<file path="src/rtl/thumb_inst_fetch.sv">
// rtl/thumb_inst_fetch.sv - Thumb instruction fetch: word reads, halfword buffer, 16/32-bit assembly
module thumb_inst_fetch #(
  parameter logic [31:0] RESET_ADDR = 32'h0000_0000,
  parameter int          HW_DEPTH   = 4
) (
  input  logic        clk,
  input  logic        rst_n,
  output logic        mem_req,
  output logic [31:0] mem_addr,
  input  logic        mem_gnt,
  input  logic        mem_rvalid,
  input  logic [31:0] mem_rdata,
  input  logic        flush,
  input  logic [31:0] flush_addr,
  output logic [31:0] inst,
  output logic        inst_is32,
  output logic [31:0] inst_pc,
  output logic        inst_valid,
  input  logic        inst_ready
);

  localparam int PW = $clog2(HW_DEPTH);
  localparam int CW = PW + 1;
  localparam logic [PW-1:0] PTR_ONE  = PW'(1);
  localparam logic [CW-1:0] CNT_ONE  = CW'(1);
  localparam logic [CW-1:0] CNT_TWO  = CW'(2);
  localparam logic [CW-1:0] CNT_FREE = CW'(HW_DEPTH - 2);

  typedef enum logic [1:0] {
    S_IDLE,
    S_REQ,
    S_WAIT
  } state_t;

  logic [15:0]   r_hw [HW_DEPTH];
  logic [31:1]   r_pc [HW_DEPTH];
  logic [PW-1:0] r_rd_ptr;
  logic [PW-1:0] r_wr_ptr;
  logic [CW-1:0] r_count;
  state_t        r_state;
  logic          r_mem_req;
  logic          r_discard;
  logic          r_out_hi;
  logic [31:2]   r_out_word;
  logic [31:1]   r_fa;

  logic [PW-1:0] w_rd_ptr1;
  logic [PW-1:0] w_wr_ptr1;
  logic [15:0]   w_head_hw;
  logic [15:0]   w_next_hw;
  logic          w_head_is32;
  logic          w_valid;
  logic          w_pop;
  logic [1:0]    w_pop_n;
  logic          w_push;
  logic [1:0]    w_push_n;
  logic [CW-1:0] w_count_nxt;
  logic          w_unused;

  assign w_unused  = flush_addr[0];
  assign w_rd_ptr1 = r_rd_ptr + PTR_ONE;
  assign w_wr_ptr1 = r_wr_ptr + PTR_ONE;
  assign w_head_hw = r_hw[r_rd_ptr];
  assign w_next_hw = r_hw[w_rd_ptr1];

  // 32-bit Thumb-2 prefixes are 0b11101, 0b11110 and 0b11111
  assign w_head_is32 = (w_head_hw[15:13] == 3'b111) && (w_head_hw[12:11] != 2'b00);
  assign w_valid     = (r_count >= CNT_ONE) && (!w_head_is32 || (r_count >= CNT_TWO));

  assign w_pop    = w_valid && inst_ready && !flush;
  assign w_pop_n  = w_pop ? (w_head_is32 ? 2'd2 : 2'd1) : 2'd0;
  assign w_push   = (r_state == S_WAIT) && mem_rvalid && !r_discard;
  assign w_push_n = w_push ? (r_out_hi ? 2'd1 : 2'd2) : 2'd0;
  assign w_count_nxt = r_count + CW'(w_push_n) - CW'(w_pop_n);

  assign inst_valid = w_valid;
  assign inst_is32  = w_head_is32;
  assign inst       = w_head_is32 ? {w_head_hw, w_next_hw} : {w_head_hw, 16'h0000};
  assign inst_pc    = {r_pc[r_rd_ptr], 1'b0};
  assign mem_req    = r_mem_req;
  assign mem_addr   = r_mem_req ? {r_fa[31:2], 2'b00} : 32'h0000_0000;

  always_ff @(posedge clk or negedge rst_n) begin
    if (!rst_n) begin
      for (int i = 0; i < HW_DEPTH; i++) begin
        r_hw[i] <= '0;
        r_pc[i] <= '0;
      end
    end else if (w_push && !flush) begin
      if (r_out_hi) begin
        r_hw[r_wr_ptr] <= mem_rdata[31:16];
        r_pc[r_wr_ptr] <= {r_out_word, 1'b1};
      end else begin
        r_hw[r_wr_ptr]  <= mem_rdata[15:0];
        r_pc[r_wr_ptr]  <= {r_out_word, 1'b0};
        r_hw[w_wr_ptr1] <= mem_rdata[31:16];
        r_pc[w_wr_ptr1] <= {r_out_word, 1'b1};
      end
    end
  end

  always_ff @(posedge clk or negedge rst_n) begin
    if (!rst_n) begin
      r_state    <= S_IDLE;
      r_mem_req  <= 1'b0;
      r_discard  <= 1'b0;
      r_out_hi   <= 1'b0;
      r_out_word <= '0;
      r_fa       <= RESET_ADDR[31:1];
      r_count    <= '0;
      r_rd_ptr   <= '0;
      r_wr_ptr   <= '0;
    end else if (flush) begin
      r_count  <= '0;
      r_rd_ptr <= '0;
      r_wr_ptr <= '0;
      r_fa     <= flush_addr[31:1];
      // A grant in this same cycle still produces a response that must be dropped
      if (((r_state == S_WAIT) && !mem_rvalid) || ((r_state == S_REQ) && mem_gnt)) begin
        r_discard <= 1'b1;
        r_state   <= S_WAIT;
        r_mem_req <= 1'b0;
      end else begin
        r_discard <= 1'b0;
        r_state   <= S_REQ;
        r_mem_req <= 1'b1;
      end
    end else begin
      r_count  <= w_count_nxt;
      r_rd_ptr <= r_rd_ptr + PW'(w_pop_n);
      r_wr_ptr <= r_wr_ptr + PW'(w_push_n);
      case (r_state)
        S_IDLE: begin
          if (r_count <= CNT_FREE) begin
            r_state   <= S_REQ;
            r_mem_req <= 1'b1;
          end
        end
        S_REQ: begin
          if (mem_gnt) begin
            r_state    <= S_WAIT;
            r_mem_req  <= 1'b0;
            r_out_word <= r_fa[31:2];
            r_out_hi   <= r_fa[1];
            r_fa       <= {r_fa[31:2] + 30'd1, 1'b0};
          end
        end
        S_WAIT: begin
          if (mem_rvalid) begin
            r_discard <= 1'b0;
            if (r_discard || (w_count_nxt <= CNT_FREE)) begin
              r_state   <= S_REQ;
              r_mem_req <= 1'b1;
            end else begin
              r_state   <= S_IDLE;
              r_mem_req <= 1'b0;
            end
          end
        end
        default: begin
          r_state   <= S_IDLE;
          r_mem_req <= 1'b0;
        end
      endcase
    end
  end

endmodule

</file>
<file path="config.mk">
export PLATFORM = sky130hd
export DESIGN_NAME = thumb_inst_fetch
export DESIGN_NICKNAME = d
export VERILOG_FILES = /design/src/rtl/thumb_inst_fetch.sv
export SDC_FILE = /design/constraint.sdc
export NUM_CORES = 1
export LEC_CHECK = 0
export CAP_MARGIN = 20
export CORE_UTILIZATION = 35
export CTS_BUF_LIST = sky130_fd_sc_hd__clkbuf_16
export DETAILED_ROUTE_END_ITERATION = 7
export GPL_TIMING_DRIVEN = 0
export PLACE_DENSITY = 0.56
export SETUP_SLACK_MARGIN = 0.02
export SKIP_CTS_REPAIR_TIMING = 1
export SLEW_MARGIN = 20
export SYNTH_ARGS = -nofsm -noshare
export SYNTH_HDL_FRONTEND = slang
export SYNTH_SLANG_ARGS = --single-unit
</file>
<file path="constraint.sdc">
create_clock -name clk -period 3.7 [get_ports clk]
set_input_delay 0.74 -clock clk [delete_from_list [all_inputs] [get_ports clk]]
set_output_delay 0.74 -clock clk [all_outputs]
set_load 0.005 [all_outputs]
</file>
# Word-level counts from Yosys, hierarchy flattened
# Index checks and enable logic that the tools add are counted.
[classes]
order_cmp = 10
addsub = 7
muxes = 55
reduce_logical = 28
bitwise_logic = 5
n_eq_ne = 6
[ops]
columns = ["op", "n"]
rows = [
  ["bitwise mux 124 bit", 3],
  ["two-way mux 31 bit", 7],
  ["bitwise mux 64 bit", 3],
  ["demux 31 bit (select 2 bit)", 2],
  ["two-way mux 124 bit", 1],
  ["two-way mux 16 bit", 7],
  ["binary-select mux 16 bit (select 2 bit)", 2],
  ["demux 16 bit (select 2 bit)", 2],
  ["two-way mux 64 bit", 1],
  ["binary-select mux 31 bit (select 2 bit)", 1],
  ["two-way mux 32 bit", 1],
  ["adder 30 x 1 -> 30 bit (second input constant)", 1],
  ["two-way mux 2 bit", 11],
  [">= comparator 3 bit (second input constant)", 4],
  ["inverter 2 -> 3 bit", 4],
  ["logical AND 1 bit", 11],
  ["two-way mux 1 bit", 11],
  ["nonzero test 2 bit", 5],
  ["inequality test 3 bit (second input constant)", 3],
  ["<= comparator 3 x 2 -> 1 bit (second input constant)", 2],
  ["less-than comparator 3 x 1 -> 1 bit (second input constant)", 2],
  ["one-hot mux 2 bit (3 select lines)", 1],
  ["AND reduction 3 bit", 2],
  ["adder 2 x 1 -> 2 bit (second input constant)", 2],
  ["other kinds (15)", 22],
]
[word_totals]
wordCells = 128
input_bits = 70
register_bits = 261
output_inout_bits = 99

# Logic depth before layout (Yosys ltp)
[depth]
ltp_word = 19
mapped_depth = 13
mapped_depth_nobuf = 11

# Worst setup path after synthesis
# OpenSTA, ideal clock, no wires.
[synth_path]
path_type = "register to register"
start = "register r_rd_ptr[0]"
end = "register r_mem_req (netlist: mem_req)"
stages_incl_launch_ff = 14
path_slack_ns = 0.503
n_path_buf = 2
arrival_ns = 3.059
cell_sequence = "dfrtp_1 > buf_6 > mux4_2 > o2111ai_1 > buf_2 > inv_2 > nand3b_1 > fa_1 > inv_1 > fa_1 > nor2b_1 > o21ai_0 > a222oi_1 > a21oi_1"
[synth_via]
elab_chain_len = 19
word_cells_on_any_way = 21
cone_classes = "1 x add/sub; 1 x order compare; 1 x eq/ne; 9 x mux; 1 x bitwise; 8 x reduce/logical"
[synth_rtl]
columns = ["item", "line_no", "text"]
rows = [
  ["from (decl)", "37", "logic [PW-1:0] r_rd_ptr;"],
  ["from (signal assigned)", "130", "r_rd_ptr <= r_rd_ptr + PW'(w_pop_n);"],
  ["inverter 2 -> 3 bit (implied by the code) *", "63", "assign w_head_hw = r_hw[r_rd_ptr];"],
  ["binary-select mux 16 bit (select 2 bit) *", "63", ""],
  ["two-way mux 16 bit (implied by the code) * (2 in a row)", "63", ""],
  ["named net inst[28]", "15", "output logic [31:0] inst,"],
  ["nonzero test 2 bit *", "67", "assign w_head_is32 = (w_head_hw[15:13] == 3'b111) && (w_head_hw[12:11] != 2'b00);"],
  ["logical AND 1 bit *", "67", ""],
  ["named net inst_is32", "16", "output logic inst_is32,"],
  ["zero test 1 bit", "68", "assign w_valid = (r_count >= CNT_ONE) && (!w_head_is32 || (r_count >= CNT_TWO));"],
  ["(+4 left out)", "-", ""],
  ["two-way mux 2 bit *", "71", "assign w_pop_n = w_pop ? (w_head_is32 ? 2'd2 : 2'd1) : 2'd0;"],
  ["subtractor 3 x 2 -> 3 bit *", "74", "assign w_count_nxt = r_count + CW'(w_push_n) - CW'(w_pop_n);"],
  ["<= comparator 3 x 2 -> 1 bit *", "151", "if (r_discard || (w_count_nxt <= CNT_FREE)) begin"],
  ["logical OR 1 bit *", "151", ""],
  ["two-way mux 1 bit *", "151", ""],
  ["two-way mux 1 bit *", "149", "if (mem_rvalid) begin"],
  ["one-hot mux 1 bit (3 select lines) *", "132", "case (r_state)"],
  ["two-way mux 1 bit *", "113", "end else if (flush) begin"],
  ["to (signal assigned)", "136", "r_mem_req <= 1'b1;"],
  ["to (signal assigned)", "153", "r_mem_req <= 1'b1;"],
  ["to (signal assigned)", "156", "r_mem_req <= 1'b0;"],
  ["to (decl)", "41", "logic r_mem_req;"],
]
# The timed path passes the listed nets; every way through them passes the cells marked *. The select of a mux whose other input is x is not followed.
# A chain may end at the register's enable or synchronous reset.

# Worst setup path after layout
[layout_path]
start = "register r_rd_ptr[0]"
end = "output inst[15]"
[layout_via]
elab_chain_len = 7
word_cells_on_any_way = 13
cone_classes = "1 x add/sub; 1 x eq/ne; 7 x mux; 2 x bitwise; 2 x reduce/logical"
[layout_rtl]
columns = ["item", "line_no", "text"]
rows = [
  ["branches (longest 6 deep; another with adder 2 x 1 -> 2 bit)", "-", ""],
  ["two-way mux 16 bit *", "78", "assign inst = w_head_is32 ? {w_head_hw, w_next_hw} : {w_head_hw, 16'h0000};"],
  ["to (decl)", "15", ""],
]
# Mark *: on every way between the ends. The select of a mux whose other input is x is not followed.

==> reports/results.txt <==
The number of antenna violations at the first check in global routing was 2; the starting utilization of the core area was 35.8%. The measured slew at the worst slew-check pin was 0.966 ns. Number of routed nets with antenna violations: 0. Internal power comes to 7.62 mW. By area the synthesized netlist is led by sky130_fd_sc_hd__dfrtp_1 (47%), sky130_fd_sc_hd__mux2_2 (14%), sky130_fd_sc_hd__mux4_2 (9.4%).

The synthesized netlist occupies a cell area of 13900 sq um. IR analysis of the VDD net gives a maximum drop of 0.000414 V. Wires add up to 43.4 mm. Of the synthesized area, sequential elements account for 46.9%.

Static timing analysis puts the maximum clock frequency at 277 MHz. Summed over all failing endpoints, the final setup total negative slack is 0 ns. The run gives 66.9 mm as the wire length of the first global-routing pass. STA classifies the critical path startpoint as a flop.

The share of total power dissipated in the clock network is 25.4%. Counting cells, the worst reg-to-reg path comes to 13. The flow ran to the end, and the final reports show no timing, DRC or antenna violations. Across the routed clock network, the largest skew measured is 0.0216 ns. The count of input and output buffers was 164.

The post-placement worst setup slack is -0.198 ns, and the number of warnings reported in the yosys synthesis log is 0. The endpoint kind of the worst setup timing path is an output pin. Subtracting the final worst setup slack from the clock period gives 3.61 ns.

Type of the most critical hold path: input port to asynchronous set/reset pin. In this run the count of I/O pins placed on the die edge is 169. Clock tree synthesis found a total of 261 sinks. Once layout is complete, the utilization of the core stands at 44.5%. Layout cell share with drive strength beyond 1: 23.1%.

Leaving out fill and tap cells, the most frequent cell in the layout is sky130_fd_sc_hd__dfrtp_1. The switching part of the total is 32.5%. The reported leakage power came out at 7.42 nW. For the number of fillers in the final layout, the log shows 3681. Setup slack closes at 0.0875 ns. The largest driver fanout on the critical path works out to 10. Global routing consumed, over all layers together, 21.4% of the routing resources. Dividing the synthesized area by the synthesized cell count gives 12.0 sq um. The synthesized design devotes to its leading area cell type 46.9% of total area. In this run the vertical extent of the chip is 201 um. At the worst endpoint, the arrival time is 2.87 ns. The first routing iteration left 1026 violations. The largest net degree at the start of global routing was 102.

Setup repair after global routing left no endpoint under its margin. The tools report the combinational fraction of design power as 37.2%. At the later pin of the worst-skew pair, clock insertion delay measures 0.58 ns. After detailed routing, the number of remaining DRC violations is 0. The tools report the worst hold margin as 0.132 ns. In the layout the commonest cells are sky130_fd_sc_hd__dfrtp_1 (261), sky130_fd_sc_hd__mux2_2 (167), sky130_fd_sc_hd__clkdlybuf4s50_1 (162), sky130_fd_sc_hd__nand2_1 (91), sky130_fd_sc_hd__clkbuf_1 (64).

The core region is 38900 sq um. For the net switching component of the power, the log shows 3.67 mW. Number of instances in the synthesized netlist: 1161. For the vias after detailed routing, the log shows 10.9k. The longest clock path from root to sink contains 3 buffers. In the routed layout, each cell is associated on average with a via count of 5.70. The design draws 11.3 mW. Counting flops with an async set or reset pin after synthesis yields a share of 100%. In the final routed layout, each cell accounts on average for 22.8 um. After legalization and detailed placement, the total HPWL measured 30.9 mm. Number of hold-slack violations in the final timing report: 0.

The tools report the required time of the critical path as 2.96 ns. Once placement completed, the tool counted placed cells totaling 1847. The number of cell rows came out at 72. The logs give 1906 for the count of non-filler cells in the finished layout and 35.6% for the worst slew slack as a fraction of its limit.

The tool flagged a number of max-cap violations equal to 0. The count of cell types in the netlist was 67. The synthesized design contains 261 register bits. TritonCTS built the clock tree. After clock tree synthesis, the clock-pin slew on the worst setup and hold paths is 0.06 ns. The worst path uses 97.6% of the clock period. The synthesized design contains 0 enable-type register cells. The run gives 40600 sq um as the overall die area. The area growth from synthesis to layout is 24.3%.

The most used flip-flop cell after synthesis is sky130_fd_sc_hd__dfrtp_1. The critical setup path kind is flop to output pin. The number of setup violations in the final report was 0.

The synthesized design spends more area on one cell type than any other, namely sky130_fd_sc_hd__dfrtp_1. The run gives 1 as the count of H-tree levels built during CTS. The first detailed-routing pass ran for 5 iterations. Summing all non-filler instances in the final layout gives an area of 17300 sq um. The tools report the number of global-route vias before repair as 10.9k. The run gives 0 as the number of max-slew violations in the final report. The root buffer cell was sky130_fd_sc_hd__clkbuf_16. The total overflow left after global routing is 0.

Routability-driven placement finished with a final weighted congestion of 0.916. For this design the ratio of total power to cell area is 653 nW/um^2. For this run, the post-layout net count is 1445.

The TritonCTS buffer count was 30; the die width was 201 um. The run gives 16300 sq um as the placement-stage cell area. The share of total power in sequential cells came out at 37.5%.
layer usage:
layer  GRT usage [%]  part of all wire, %  vias to the layer above
met4            7.01                  2.6                        0
met2            33.2                   46                      423
li1                -                    -                     4803
met3            2.83                  5.8                       75
met1            30.9                   45                     5570
met5               0                    0                        -
cell type report:
cell class | instances | area (sq um) | area share (%)
Multi-Input combinational cell | 782 | 6910 | 39.9
Inverter | 19 | 71.3 | 0.412
Clock inverter | 22 | 189 | 1.09
Antenna cell | 2 | 5.00 | 0.0289
Tap cell | 518 | 648 | 3.75
Sequential cell | 261 | 6530 | 37.7
Buffer | 101 | 459 | 2.65
Clock buffer | 30 | 751 | 4.34
Timing Repair Buffer | 171 | 1740 | 10.1
power by group through the flow:
stage / clock network [mW] / registers, mW / logic (mW)
detailed placement: 0 / 4.28 / 4.14
floorplan: 0 / 4.02 / 2.39
CTS: 2.93 / 4.23 / 4.16
global route: 3.04 / 4.35 / 4.51
finish: 2.87 / 4.23 / 4.20
global placement: 0 / 4.25 / 4.09
flip-flops by register name (all words and copies together), names as in the netlist:
name	flops
r_fa	31
r_rd_ptr	2
r_pc	124
r_out_word	30
r_out_hi	1
mem_req	1
r_discard	1
r_state	2
r_wr_ptr	2
r_count	3
r_hw	64
worst max-delay path, stage by stage (launching register included):
cell                              delay (ns)
sky130_fd_sc_hd__dfrtp_1                0.40
sky130_fd_sc_hd__buf_6                  0.17
sky130_fd_sc_hd__mux4_2                 0.46
sky130_fd_sc_hd__o2111ai_2              0.16
sky130_fd_sc_hd__buf_4                  0.18
sky130_fd_sc_hd__buf_4                  0.17
sky130_fd_sc_hd__nor2b_1                0.22
sky130_fd_sc_hd__clkdlybuf4s50_1        0.54
cells in the mapped netlist (all sizes together) (3+ instances only):
library cell	number
dfrtp	261
mux2	168
nand2	91
clkbuf	66
mux4	63
a221oi	49
a21o	35
buf	35
nor2	35
nand3	33
nor2b	33
a211oi	32
and2	29
a21oi	24
o21ai	21
inv	19
o211ai	18
a21boi	16
o21a	16
nand4	12
o311ai	10
a31oi	9
xnor2	8
ha	7
o31ai	7
or3	7
or2	5
or4	5
a22oi	4
and3	4
and4	4
xor2	4
nor3	3
o41ai	3
kinds of logic (layout without fill, tap and decap cells):
family / after synthesis / count (layout) / synth area share, %
compound gates: 256 / 256 / 13.8
xor+xnor: 13 / 13 / 0.926
fa+ha+maj: 9 / 9 / 0.917
buf+inv: 120 / 343 / 3.59
flops: 261 / 261 / 46.9
mux: 232 / 232 / 24.0
other cells: 1 / 5 / 0.0269
simple gates: 269 / 269 / 9.80
path summary, 6_finish.rpt:
kind / to / slack (ns) / start
hold reg to reg: r_hw[30]$_DFFE_PN0P_ / 0.49 / r_hw[30]$_DFFE_PN0P_
hold / removal: r_hw[34]$_DFFE_PN0P_ / 0.13 / rst_n
min in group clk: r_hw[30]$_DFFE_PN0P_ / 0.49 / r_hw[30]$_DFFE_PN0P_
setup / recovery: inst[15] / 0.09 / r_rd_ptr[0]$_DFF_PN0_
max in group asynchronous: r_pc[116]$_DFFE_PN0P_ / 2.25 / rst_n
setup reg to reg: r_state[0]$_DFFE_PN0P_ / 0.20 / r_rd_ptr[0]$_DFF_PN0_
No activity file was read; power rests on OpenSTA's default activity.
